## src/rtl/i2c_pkg.sv

```systemverilog
// Shared constants and types for the I2C byte-level master.
package i2c_pkg;

    localparam logic [1:0] CMD_START = 2'b00;
    localparam logic [1:0] CMD_STOP  = 2'b01;
    localparam logic [1:0] CMD_WRITE = 2'b10;
    localparam logic [1:0] CMD_READ  = 2'b11;

    localparam int unsigned QW = 2;
    localparam int unsigned SW = 4;
    localparam logic [SW-1:0] LAST_SLOT = SW'(8);

    typedef enum logic [2:0] {
        ST_IDLE,
        ST_START,
        ST_STOP,
        ST_WRITE,
        ST_READ
    } state_e;

endpackage

```

## src/rtl/i2c_master.sv

```systemverilog
// I2C master executing one START/STOP/WRITE/READ command at a time on open-drain SCL/SDA controls.
module i2c_master
    import i2c_pkg::*;
#(
    parameter int unsigned DW = 4
) (
    input  logic       clk,
    input  logic       rst,
    output logic       scl_oe,
    output logic       sda_oe,
    input  logic       sda_i,
    input  logic [7:0] data_in,
    input  logic       ack_in,
    input  logic [1:0] cmd,
    input  logic       stb,
    output logic [7:0] data_out,
    output logic       ack_out,
    output logic       ready
);

    state_e        state_q, state_d;
    logic [DW-1:0] div_q, div_d;
    logic [QW-1:0] qtr_q, qtr_d;
    logic [SW-1:0] slot_q, slot_d;
    logic [7:0]    byte_q, byte_d;
    logic          ackin_q, ackin_d;
    logic [7:0]    dout_q, dout_d;
    logic          acko_q, acko_d;
    logic          scl_q, scl_d;
    logic          sda_q, sda_d;
    logic          ready_q, ready_d;
    logic          tick_c;

    assign tick_c = (div_q == {DW{1'b1}});

    // Next state, counters and line levels; line outputs follow the phase being entered.
    always_comb begin
        state_d = state_q;
        div_d   = div_q;
        qtr_d   = qtr_q;
        slot_d  = slot_q;
        byte_d  = byte_q;
        ackin_d = ackin_q;
        dout_d  = dout_q;
        acko_d  = acko_q;
        scl_d   = scl_q;
        sda_d   = sda_q;

        if (state_q == ST_IDLE) begin
            if (stb) begin
                div_d   = '0;
                qtr_d   = '0;
                slot_d  = '0;
                byte_d  = data_in;
                ackin_d = ack_in;
                case (cmd)
                    CMD_START: state_d = ST_START;
                    CMD_STOP:  state_d = ST_STOP;
                    CMD_WRITE: state_d = ST_WRITE;
                    default:   state_d = ST_READ;
                endcase
            end
        end else begin
            div_d = div_q + DW'(1);
            if (tick_c) begin
                qtr_d = qtr_q + QW'(1);
                // End of Q2 is the sampling point while SCL is high.
                if (qtr_q == QW'(2)) begin
                    if (state_q == ST_WRITE && slot_q == LAST_SLOT) begin
                        acko_d = sda_i;
                    end
                    if (state_q == ST_READ && slot_q != LAST_SLOT) begin
                        dout_d = {dout_q[6:0], sda_i};
                    end
                end
                if (qtr_q == QW'(3)) begin
                    slot_d = slot_q + SW'(1);
                    if (state_q == ST_START || state_q == ST_STOP || slot_q == LAST_SLOT) begin
                        state_d = ST_IDLE;
                        slot_d  = '0;
                    end
                end
            end
        end

        case (state_d)
            ST_START: begin
                scl_d = (qtr_d == QW'(3));
                sda_d = qtr_d[1];
            end
            ST_STOP: begin
                scl_d = (qtr_d == QW'(0));
                sda_d = (qtr_d != QW'(3));
            end
            ST_WRITE: begin
                scl_d = (qtr_d == QW'(0)) || (qtr_d == QW'(3));
                sda_d = (slot_d == LAST_SLOT) ? 1'b0 : ~byte_d[3'(~slot_d)];
            end
            ST_READ: begin
                scl_d = (qtr_d == QW'(0)) || (qtr_d == QW'(3));
                sda_d = (slot_d == LAST_SLOT) ? ~ackin_d : 1'b0;
            end
            default: begin
                scl_d = scl_q;
                sda_d = sda_q;
            end
        endcase

        ready_d = (state_d == ST_IDLE);
    end

    always_ff @(posedge clk or posedge rst) begin
        if (rst) begin
            state_q <= ST_IDLE;
            div_q   <= '0;
            qtr_q   <= '0;
            slot_q  <= '0;
            byte_q  <= '0;
            ackin_q <= 1'b0;
            dout_q  <= '0;
            acko_q  <= 1'b0;
            scl_q   <= 1'b0;
            sda_q   <= 1'b0;
            ready_q <= 1'b1;
        end else begin
            state_q <= state_d;
            div_q   <= div_d;
            qtr_q   <= qtr_d;
            slot_q  <= slot_d;
            byte_q  <= byte_d;
            ackin_q <= ackin_d;
            dout_q  <= dout_d;
            acko_q  <= acko_d;
            scl_q   <= scl_d;
            sda_q   <= sda_d;
            ready_q <= ready_d;
        end
    end

    assign scl_oe   = scl_q;
    assign sda_oe   = sda_q;
    assign data_out = dout_q;
    assign ack_out  = acko_q;
    assign ready    = ready_q;

endmodule

```

## config.mk

```make
export PLATFORM = sky130hd
export DESIGN_NAME = i2c_master
export DESIGN_NICKNAME = d
export VERILOG_FILES = /design/src/rtl/i2c_pkg.sv /design/src/rtl/i2c_master.sv
export SDC_FILE = /design/constraint.sdc
export NUM_CORES = 1
export LEC_CHECK = 0
export CAP_MARGIN = 40
export CORE_AREA = 2 2 57 64
export CTS_CLUSTER_SIZE = 40
export DETAILED_ROUTE_END_ITERATION = 8
export DIE_AREA = 0 0 59 66
export PLACE_DENSITY = 0.81
export SYNTH_ARGS = -nofsm -noshare
export SYNTH_HDL_FRONTEND = slang
export SYNTH_SLANG_ARGS = --single-unit
```

## constraint.sdc

```tcl
create_clock -name clk -period 6.59 [get_ports clk]
set_clock_uncertainty 0.1 [all_clocks]
set_input_delay 1.6475 -clock clk [delete_from_list [all_inputs] [get_ports clk]]
set_output_delay 1.6475 -clock clk [all_outputs]
set_load 0.005 [all_outputs]
```

==> summary.txt, run 1 <==
Power
  • Power density of the placed cells: about 180 mW/mm^2
  • Highest ir drop seen on vdd: around 0.11 mV
  • Static Leak: 0.968 nW
  • Power, Total: around 0.38 mW

Detailed routing
  • Routed vias: around 1,400
  • Average detailed-routed wire length per instance: between 15 and 20 um
  • Final wirelength: about 3800 um
  • DRC viols: 0
  • Pre-Repair DR Iteration Count: 4
  • DR iter-0 viols: 95
  • Via density: about 5.9
  • Post-route ant nets: 0

Floorplan
  • Core Box Area: approximately 0.0032 sq mm
  • Starting Density: a little under three fifths
  • Area of the die: slightly below 0.004 sq mm
  • Cell Rows: 22
  • Die height: roughly 66 um
  • Total I/O pin count: 27
  • Floorplan die width: 59 um

Synth
  • Number of synthesized register bits: 34
  • Syn nets: about 190
  • Fraction of the yosys area taken by sequential cells: a little under half
  • Number of flops mapped to enable cells by yosys: 0
  • Share of async-settable or async-resettable flops after synthesis: 100%
  • Per-instance average area after synthesis: between 10 and 15 sq um
  • Post-synth design cell area: ~0.0018 sq mm
  • Number of warnings issued by yosys: 0
  • Number of cells produced by synthesis: around 170
  • Leading register cell type out of synthesis: dfrtp_1
  • Count of distinct cell types in the synthesized netlist: 42

Timing
  • Period utilization: 54.8%
  • Final Hold Fails: 0
  • Pin slew with the least headroom to its limit: slightly below 700 ps
  • Time the final worst path needs with I/O delays and setup: around 3600 ps
  • Worst slack on hold paths: 385 ps
  • Setup violations, final: 0
  • FMAX: around 280 MHz
  • Setup repair after global routing missed its margin: false
  • Max Slew Vio Count: 0
  • Worst slew margin relative to its limit: between 50 and 60%
  • Final total negative setup slack: 0 ps

Layout
  • Antenna diode count: 0
  • Post-route cell area: between 0.002 and 0.0025 sq mm
  • Number of nets in the finished design: between 200 and 250
  • Register area: 852 sq um
  • Layout overhead on the synthesized area: 19.4%
  • Total of fill cells in the finished design: roughly 260
  • Area of the multi-input gates: between 800 and 900 sq um
  • Util after Layout: between 60% and 70%
  • Fraction of final layout cells with drive strength greater than 1: 15.0%

Global route
  • Via count of the first global-routing pass: about 1,500
  • Global-route usage over all layers: between 20% and 30%
  • Antenna violations before repair: 0
  • Overall overflow remaining after global route: 0
  • Largest net degree at the start of global routing: 35
  • Global-route wire length before repair: around 6400 um

Place
  • Detailed-placement wirelength estimate: about 2700 um
  • Count of input and output buffers: 26
  • Dpl cell area: between 0.002 and 0.0025 sq mm
  • GP Congestion: around 0.93

Clock tree
  • TritonCTS clock tree: built
  • Cts bufs inserted: 5
  • Clock slew at reported path FFs: ~100 ps
  • Post-CTS setup buffer count: 0
  • Maximum number of buffers from clock root to sink: 2
  • Clock Tree Root: clkbuf_4
  • Clk sinks: 34
  • Cts repair resizes: 0
  • Insertion delay to the later sink of the worst-skew pair: between 300 and 400 ps
  • Quantity of hold-fixing buffers added after cts: 0
  • CTS HTree Levels: 2

Worst setup path
  • Worst EP required: 6710 ps
  • Largest stage delay, worst path: roughly 500 ps
  • Cells along the critical path: clkdlybuf4s50_1 -> nor4b_2 -> buf_4 -> nor3_1 -> a21oi_1 -> inv_1 -> ha_1 -> and3_1 -> a221oi_1 -> o21ai_0
  • Count of buffering cells on the critical path with inverters included: 3
  • CP delay by family, top: buffers and inverters
  • Critical path arrival: about 3700 ps
  • Number of gates on the worst path with buffers counted: 10
  • Worst Path Max Fanout: 15
  • R2R cell count: 9
  • CP startpoint kind: input port
  • Type of the setup path with the least slack: input port to flip-flop
  • Critical path endpoint category: flip-flop
  • Cell with the largest stage delay on the worst path: clkdlybuf4s50_1

Worst hold path
  • Worst Hold Class: flip-flop to flip-flop
  • Hold-critical path depth: 2

Run
  • Number of maximum-capacitance constraint violations: 0

Status
  • Outcome: finished, final reports clean
[where the power goes]
part | internal, mW | leakage (nW) | switching, mW
combinational | 0.0211 | 0.496 | 0.0209
clock | 0.0419 | 0.0322 | 0.0726
sequential | 0.215 | 0.439 | 0.00416
total | 0.277 | 0.968 | 0.0977
[through the flow]
stage | worst slack, ps | std cells
floorplan | 3220 | 168
global placement | 2800 | 228
detailed placement | 2680 | 228
CTS | 3000 | 236
global route | 2770 | 236
finish | 2980 | 236
[area by class of cell]
cell class / count / share of cell area [%]
Multi-Input combinational cell: 121 / 40.9
Timing Repair Buffer: 28 / 12.9
Tap cell: 36 / 2.11
Sequential cell: 34 / 39.9
Inverter: 9 / 1.58
Clock buffer: 6 / 1.93
Clock inverter: 2 / 0.644
[worst register-to-register path, cell delays in order, from the launching register on]
cell      delay, ps
dfrtp_1         630
nor3_2          160
nor2_1          400
nor3_1          100
a21oi_1         230
inv_1           110
ha_1            230
and3_1          150
a221oi_1        220
o21ai_0         120
[flip-flops by register name, indices dropped and copies added, names as in the netlist]
name / cells
byte_q: 8
data_out: 8
div_q: 4
slot_q: 4
state_q: 3
qtr_q: 2
ack_out: 1
ackin_q: 1
ready: 1
scl_oe: 1
sda_oe: 1
[cell usage after synthesis, types with 3 or more instances]
library cell,count,share of area [%]
dfrtp_1,33,46
nand3_1,5,1.4
mux2_2,16,10
and2_1,3,1.0
mux2i_1,6,3.4
ha_1,8,5.6
nand2_1,17,3.6
o21ai_0,14,3.9
nor2_1,9,1.9
inv_1,9,1.9
nand3b_1,3,1.3
a21oi_1,4,1.1
nor2b_1,3,1.0
[worst paths after layout]
check                                startpoint                    to  slack (ps)
hold reg to reg             byte_q[6]$_DFF_PP0_   byte_q[6]$_DFF_PP0_         380
max in group asynchronous                   rst       ready$_DFF_PP1_        4460
setup / recovery                            stb    scl_oe$_DFFE_PP0P_        2980
hold / removal              byte_q[6]$_DFF_PP0_   byte_q[6]$_DFF_PP0_         380
min in group asynchronous                   rst  div_q[2]$_DFFE_PP0P_        1600
setup reg to reg           state_q[0]$_DFF_PP0_    scl_oe$_DFFE_PP0P_        4020
[routing by layer]
metal | routed length [um] | up-vias | GRT usage [%]
met5 | 0 | - | 0
met4 | 91 | 0 | 10.2
met2 | 1880 | 56 | 35.1
met1 | 1580 | 669 | 26.6
met3 | 240 | 11 | 7.05
li1 | - | 664 | -
[cells in the final DEF (no fill, tap or decap), types with 3 or more instances in the layout]
| cell | instances |
|---|---|
| a21oi_1 | 4 |
| and2_1 | 3 |
| clkbuf_4 | 5 |
| clkdlybuf4s50_1 | 26 |
| dfrtp_1 | 33 |
| ha_1 | 8 |
| inv_1 | 9 |
| mux2_2 | 16 |
| mux2i_1 | 6 |
| nand2_1 | 17 |
| nand3_1 | 5 |
| nand3b_1 | 3 |
| nor2_1 | 9 |
| nor2b_1 | 3 |
| o21ai_0 | 14 |
[kinds of logic (layout without fill, tap and decap cells)]
kind of cell	count (synthesis)	count (layout)	synth area share (%)
xor+xnor	1	1	0.490
fa+ha+maj	8	8	5.59
flops	34	34	47.6
simple gates	55	55	16.6
compound gates	34	34	11.9
mux	23	23	14.3
buf+inv	13	45	3.50
(Power assumes the default switching activity.)
==> run 2: changes to the inputs <==
CORE_AREA = 2 2 62 70   (was 2 2 57 64)
DIE_AREA = 0 0 64 72   (was 0 0 59 66)
PLACE_DENSITY = 0.72   (was 0.81)
clock period = 3.3 ns   (was 6.59 ns; I/O delays follow)
==> run 2 against run 1 <==
  * Largest cell class unchanged
  * Via count fell by 1.8%
  * Hold slack got worse by 14 ps
  * Non-clock buffer count rose by 2
  * Flip-flop and latch count did not move
  * Setup slack got worse by 2500 ps
  * Design area rose by 3.3%
  * First-iteration DRC count fell by 59%
  * Largest power group unchanged
==> summary.txt, run 2 (same netlist as run 1, synthesis figures left out) <==
Detailed routing
  • DR iter-0 viols: 39 (-59%)
  • Via density: 5.41 (-8.7%)
  • Average detailed-routed wire length per instance: 15.2 um (-5.6%)
  • Routed vias: 1,375 (-1.8%)
  • DRC viols: 0 (unchanged)
  • Pre-Repair DR Iteration Count: 4 (unchanged)
  • Post-route ant nets: 0 (unchanged)
  • Final wirelength: 3850 um (+1.6%)

Worst setup path
  • CP delay by family, top: buffers and inverters
  • R2R cell count: 8 (-1)
  • Launch instance of the worst register-to-register path: div_q[0]$_DFFE_PP0P_
  • Type of the setup path with the least slack: input port to flip-flop
  • Last element of the critical path: sda_oe$_DFFE_PP0P_
  • Register-to-register path setup slack: 830 ps (-3190 ps)
  • Count of buffering cells on the critical path with inverters included: 3 (unchanged)
  • Cell with the largest stage delay on the worst path: clkdlybuf4s50_1
  • Cells along the critical path: clkdlybuf4s50_1 -> nor4b_2 -> buf_4 -> nor3_1 -> a21oi_1 -> inv_1 -> ha_1 -> nor3_1 -> a31oi_1 -> o211ai_1 -> a21o_1
  • Cell with the most instances on the worst path: nor3_1
  • Number of gates on the worst path with buffers counted: 11 (+1)
  • CP startpoint kind: input port
  • Critical path endpoint category: flip-flop
  • Largest stage delay, worst path: 510 ps (about the same)
  • Reg2Reg Capture Point: sda_oe$_DFFE_PP0P_
  • Critical path arrival: 2970 ps (-760 ps)
  • Launch point of the worst path: stb
  • Worst Path Max Fanout: 9 (-6)
  • Worst EP required: 3430 ps (-3280 ps)

Place
  • GP Congestion: 0.898 (-3.7%)
  • Placed cells: 246 (+7.9%)
  • Detailed-placement wirelength estimate: 2970 um (+11%)
  • Count of input and output buffers: 26 (unchanged)

Timing
  • Setup violations, final: 0 (unchanged)
  • Setup repair after global routing missed its margin: false
  • Max Slew Vio Count: 0 (unchanged)
  • Final Hold Fails: 0 (unchanged)
  • Period utilization: 86.1%
  • Worst slack on hold paths: 371 ps (-14.2 ps)
  • Worst slew margin relative to its limit: 52.2% (-2.1 points)
  • Time the final worst path needs with I/O delays and setup: 2840 ps
  • Final total negative setup slack: 0 ps (unchanged)
  • FMAX: between 300 and 400 MHz
  • Pin slew with the least headroom to its limit: 714 ps (+31.4 ps)

Status
  • Outcome: finished, final reports clean

Layout
  • Fraction of final layout cells with drive strength greater than 1: 15.8% (+0.84 points)
  • Antenna diode count: 0 (unchanged)
  • Util after Layout: 57.0% (-8.8 points)
  • Number of nets in the finished design: 224 (+0.90%)
  • Layout overhead on the synthesized area: 23.4%
  • Number of cells in the finished layout apart from fillers: 254 (+7.6%)
  • Highest-count cells in the layout ignoring fill and taps: dfrtp_1 (33), clkdlybuf4s50_1 (26), nand2_1 (17), mux2_2 (16), o21ai_0 (14)
  • Most common library cell in the layout ignoring fill and taps: dfrtp_1

Worst hold path
  • Worst Hold Class: flip-flop to flip-flop
  • Beginning of the worst hold path: byte_q[6]$_DFF_PP0_

Floorplan
  • Core Box Area: 0.00387 sq mm (+19%)
  • Die height: 72 um (+9.1%)
  • Floorplan die width: 64 um (+8.5%)
  • Area of the die: 0.00461 sq mm (+18%)
  • Cell Rows: 24 (+9.1%)
  • Starting Density: 46.2% (-8.9 points)
  • Total I/O pin count: 27 (unchanged)

Clock tree
  • CTS HTree Levels: 2 (unchanged)
  • Cts bufs inserted: 5 (unchanged)
  • Quantity of hold-fixing buffers added after cts: 0 (unchanged)
  • Clock Tree Root: clkbuf_8
  • TritonCTS clock tree: built
  • Clk sinks: 34 (unchanged)
  • Insertion delay to the later sink of the worst-skew pair: 280 ps (-60 ps)
  • Maximum number of buffers from clock root to sink: 2 (unchanged)
  • Cts repair resizes: 0 (unchanged)
  • Clock slew at reported path FFs: 70 ps (-30 ps)
  • Post-CTS setup buffer count: 0 (unchanged)

Global route
  • Global-route wire length before repair: 6490 um (+2.0%)
  • Overall overflow remaining after global route: 0 (unchanged)
  • Via count of the first global-routing pass: 1,443 (-2.6%)
  • Antenna violations before repair: 0 (unchanged)
  • Largest net degree at the start of global routing: 19 (-46%)
  • Global-route usage over all layers: 18.6% (-3.4 points)

Power
  • Highest ir drop seen on vdd: 0.235 mV (+110%)
  • Power, Total: 0.834 mW (+120%)
  • Static Leak: 0.994 nW (+2.7%)
  • Power density of the placed cells: 378 mW/mm^2 (+120%)

Run
  • Number of maximum-capacitance constraint violations: 0 (unchanged)
## run 2: cell count changes in the layout (fill, tap and decap cells not counted), sizes merged
cell and delta:
buf +2, clkbuf +1, clkinv -1
## run 2: per-stage QoR
step	cell area, sq um	worst slack [ps]
5_1_grt	2210	305
3_5_place_dp	2120	189
4_1_cts	2210	473
2_1_floorplan	1790	751
6_report	2210	458
3_3_place_gp	2120	311
## run 2: routing by layer
layer / global-route usage, % / routed length, um / share of wire, % / vias to the layer above
li1: - / - / - / 666
met1: 21.4 / 1690 / 44 / 668
met2: 31.9 / 1920 / 50 / 35
met3: 5.27 / 178 / 4.6 / 6
met4: 8.70 / 71 / 1.8 / 0
met5: 0 / 0 / 0 / -
## run 2: worst min path at each step
stage	to	slack (ps)	depth (start not counted)
after detailed placement	byte_q[6]$_DFF_PP0_	360	2
final	byte_q[6]$_DFF_PP0_	370	2
after global routing	byte_q[7]$_DFF_PP0_	410	2
after global placement	byte_q[6]$_DFF_PP0_	350	2
after CTS	byte_q[6]$_DFF_PP0_	370	2
after floorplan	byte_q[6]$_DFF_PP0_	330	2
## run 2: where the power goes
| group | internal (mW) | leakage [nW] | switching (mW) | total (mW) |
|---|---|---|---|---|
| combinational | 0.0427 | 0.506 | 0.0405 | 0.0832 |
| sequential | 0.429 | 0.439 | 0.00816 | 0.437 |
| clock | 0.168 | 0.0482 | 0.145 | 0.314 |
| total | 0.640 | 0.994 | 0.194 | 0.834 |
## run 2: layout make-up
cell class | count | area, sq um
clock buffer | 7 | 86.3
timing repair buffer | 30 | 290
inverter | 9 | 33.8
sequential | 34 | 852
tap | 52 | 65.1
clock inverter | 1 | 5.00
multi-input combinational | 121 | 875
fill | 338 | 1670
## run 2: worst reg2reg max path: stages, from the launching register on
cell and delay (ps):
dfrtp_1 400, ha_1 230, nand4_1 260, nor3b_1 480, mux2_4 300, mux2i_1 200, mux2i_1 90, mux2i_1 190
a21o_1 140
==> run 3: changes to the inputs <==
CORE_AREA = 4 4 64 72   (was 2 2 62 70)
DIE_AREA = 0 0 68 76   (was 0 0 64 72)
==> run 3 against run 2 <==
  * Flip-flop and latch count unchanged
  * Setup slack improved by 33 ps
  * Largest cell class unchanged
  * Largest power group unchanged
  * Routed wire length increased by 1.3%
  * Sequential power about the same
  * Non-clock buffer count increased by 1
  * Total power increased by 0.84%
  * Combinational power increased by 0.6%
  * Sequential share of layout area decreased by 0.13 points
==> summary.txt, run 3 (same netlist as run 1, synthesis figures left out) <==
Worst setup path
  • Type of the setup path with the least slack: input port to flip-flop
  • Worst EP required: 3440 ps (about the same)
  • CP startpoint kind: input port
  • Critical path endpoint category: flip-flop
  • Critical path arrival: 2950 ps (-20 ps)
  • Worst Path Max Fanout: 7 (-2)

Detailed routing
  • Routed vias: 1,413 (+2.8%)
  • Pre-Repair DR Iteration Count: 4 (unchanged)
  • Final wirelength: 3910 um (+1.3%)
  • Via density: 5.54 (+2.4%)
  • Post-route ant nets: 0 (unchanged)
  • Average detailed-routed wire length per instance: 15.3 um (+0.93%)
  • DR iter-0 viols: 123 (+220%)
  • DRC viols: 0 (unchanged)

Floorplan
  • Total I/O pin count: 27 (unchanged)
  • Starting Density: 45.8% (-0.36 points)
  • Cell Rows: 24 (unchanged)
  • Floorplan die width: 68 um (+6.3%)
  • Core Box Area: 0.00390 sq mm (+0.77%)
  • Die height: 76 um (+5.6%)
  • Area of the die: 0.00517 sq mm (+12%)

Global route
  • Antenna violations before repair: 0 (unchanged)
  • Largest net degree at the start of global routing: 21 (+2)
  • Via count of the first global-routing pass: 1,503 (+4.2%)
  • Overall overflow remaining after global route: 0 (unchanged)
  • Global-route wire length before repair: 6760 um (+4.3%)
  • Global-route usage over all layers: 17.1% (-1.4 points)

Power
  • Highest ir drop seen on vdd: 0.251 mV (+6.4%)
  • Static Leak: 1.00 nW (+0.55%)
  • Power density of the placed cells: 380 mW/mm^2 (+0.50%)

Status
  • Outcome: finished, final reports clean

Timing
  • Final Hold Fails: 0 (unchanged)
  • FMAX: 356 MHz (+1.2%)
  • Worst slack on hold paths: 371 ps (+0.383 ps)
  • Worst slew margin relative to its limit: 51.1% (-1.1 points)
  • Final total negative setup slack: 0 ps (unchanged)
  • Time the final worst path needs with I/O delays and setup: 2810 ps (-33.1 ps)
  • Max Slew Vio Count: 0 (unchanged)
  • Period utilization: 85.1% (-1.0 points)
  • Setup violations, final: 0 (unchanged)
  • Pin slew with the least headroom to its limit: 733 ps (+18.1 ps)
  • Setup ws final: 491 ps (+33.1 ps)
  • Setup repair after global routing missed its margin: false

Clock tree
  • Cts repair resizes: 0 (unchanged)
  • Insertion delay to the later sink of the worst-skew pair: 290 ps (about the same)
  • Clock slew at reported path FFs: 70 ps (about the same)
  • Post-CTS setup buffer count: 0 (unchanged)
  • Clock Tree Root: clkbuf_8
  • TritonCTS clock tree: built
  • Maximum number of buffers from clock root to sink: 2 (unchanged)
  • Clk sinks: 34 (unchanged)
  • Cts bufs inserted: 5 (unchanged)
  • Quantity of hold-fixing buffers added after cts: 0 (unchanged)
  • CTS HTree Levels: 2 (unchanged)

Place
  • Detailed-placement wirelength estimate: 2920 um (-1.6%)
  • Placed cells: 247 (+0.41%)
  • Worst setup timing slack at the placement stage: 222 ps (+33.3 ps)
  • GP Congestion: 0.907 (+1.1%)
  • Dpl cell area: 0.00212 sq mm (+0.35%)
  • Count of input and output buffers: 26 (unchanged)

Run
  • Number of maximum-capacitance constraint violations: 0 (unchanged)

Layout
  • Number of cells in the finished layout apart from fillers: 255 (+0.39%)
  • Number of nets in the finished design: 225 (+0.45%)
  • Total of fill cells in the finished design: 347 (+2.7%)
  • Area of the multi-input gates: 875 sq um (unchanged)
  • Fraction of final layout cells with drive strength greater than 1: 16.3% (+0.41 points)
  • Post-route cell area: 0.00221 sq mm (+0.34%)
  • Highest-count cells in the layout ignoring fill and taps: dfrtp_1 (33), clkdlybuf4s50_1 (26), nand2_1 (17), mux2_2 (16), o21ai_0 (14)
  • Register area: 852 sq um (unchanged)
  • Antenna diode count: 0 (unchanged)
  • Layout overhead on the synthesized area: 23.8%
  • Most common library cell in the layout ignoring fill and taps: dfrtp_1

Worst hold path
  • Worst Hold Class: flip-flop to flip-flop
[run 3: cell types whose count changed in the layout (fill, tap and decap cells not counted)]
cell	previous run	this run
buf_4	4	5
[run 3: path summary, 6_finish.rpt]
kind / start / endpoint / slack, ps / cells after the start
max reg2reg: div_q[0]$_DFFE_PP0P_ / sda_oe$_DFFE_PP0P_ / 730 / 8
min reg2reg: byte_q[7]$_DFF_PP0_ / byte_q[7]$_DFF_PP0_ / 370 / 2
min in group asynchronous: rst / qtr_q[1]$_DFF_PP0_ / 860 / 2
min: byte_q[7]$_DFF_PP0_ / byte_q[7]$_DFF_PP0_ / 370 / 2
max in group asynchronous: rst / ready$_DFF_PP1_ / 1560 / 3
max: stb / sda_oe$_DFFE_PP0P_ / 490 / 11
[run 3: report_power, final]
part           total, mW  switching [mW]  internal (mW)
Combinational     0.0837          0.0411         0.0426
Sequential         0.437         0.00792          0.429
Clock              0.320           0.152          0.168
Total              0.841           0.201          0.640
[run 3: area by class of cell]
type,instances,area share [%]
inverters,9,1.53
multi-input cells,121,39.5
clock inverters,1,0.226
well taps,52,2.94
flip-flops and latches,34,38.5
clock buffers,7,3.90
repair buffers,31,13.4
[run 3: per-stage QoR]
stage	utilization, %	total power [mW]
after floorplan	-	0.492
after global placement	54.4	0.524
after detailed placement	54.4	0.528
after CTS	56.7	0.850
after global routing	56.7	0.882
final	56.7	0.841
[run 3: critical path, cell delays in order]
cell	delay [ps]
clkdlybuf4s50_1	520
nor4b_2	290
buf_4	210
nor3_1	50
a21oi_1	180
inv_1	90
ha_1	220
nor3_1	210
a31oi_1	60
o211ai_1	190
a21o_1	100
[run 3: layer usage]
metal / part of all wire (%) / routed length (um) / GRT usage [%]
met5: 0 / 0 / 0
met3: 5.2 / 205 / 4.87
met4: 2.7 / 104 / 9.74
met2: 50 / 1970 / 26.6
met1: 42 / 1620 / 20.6
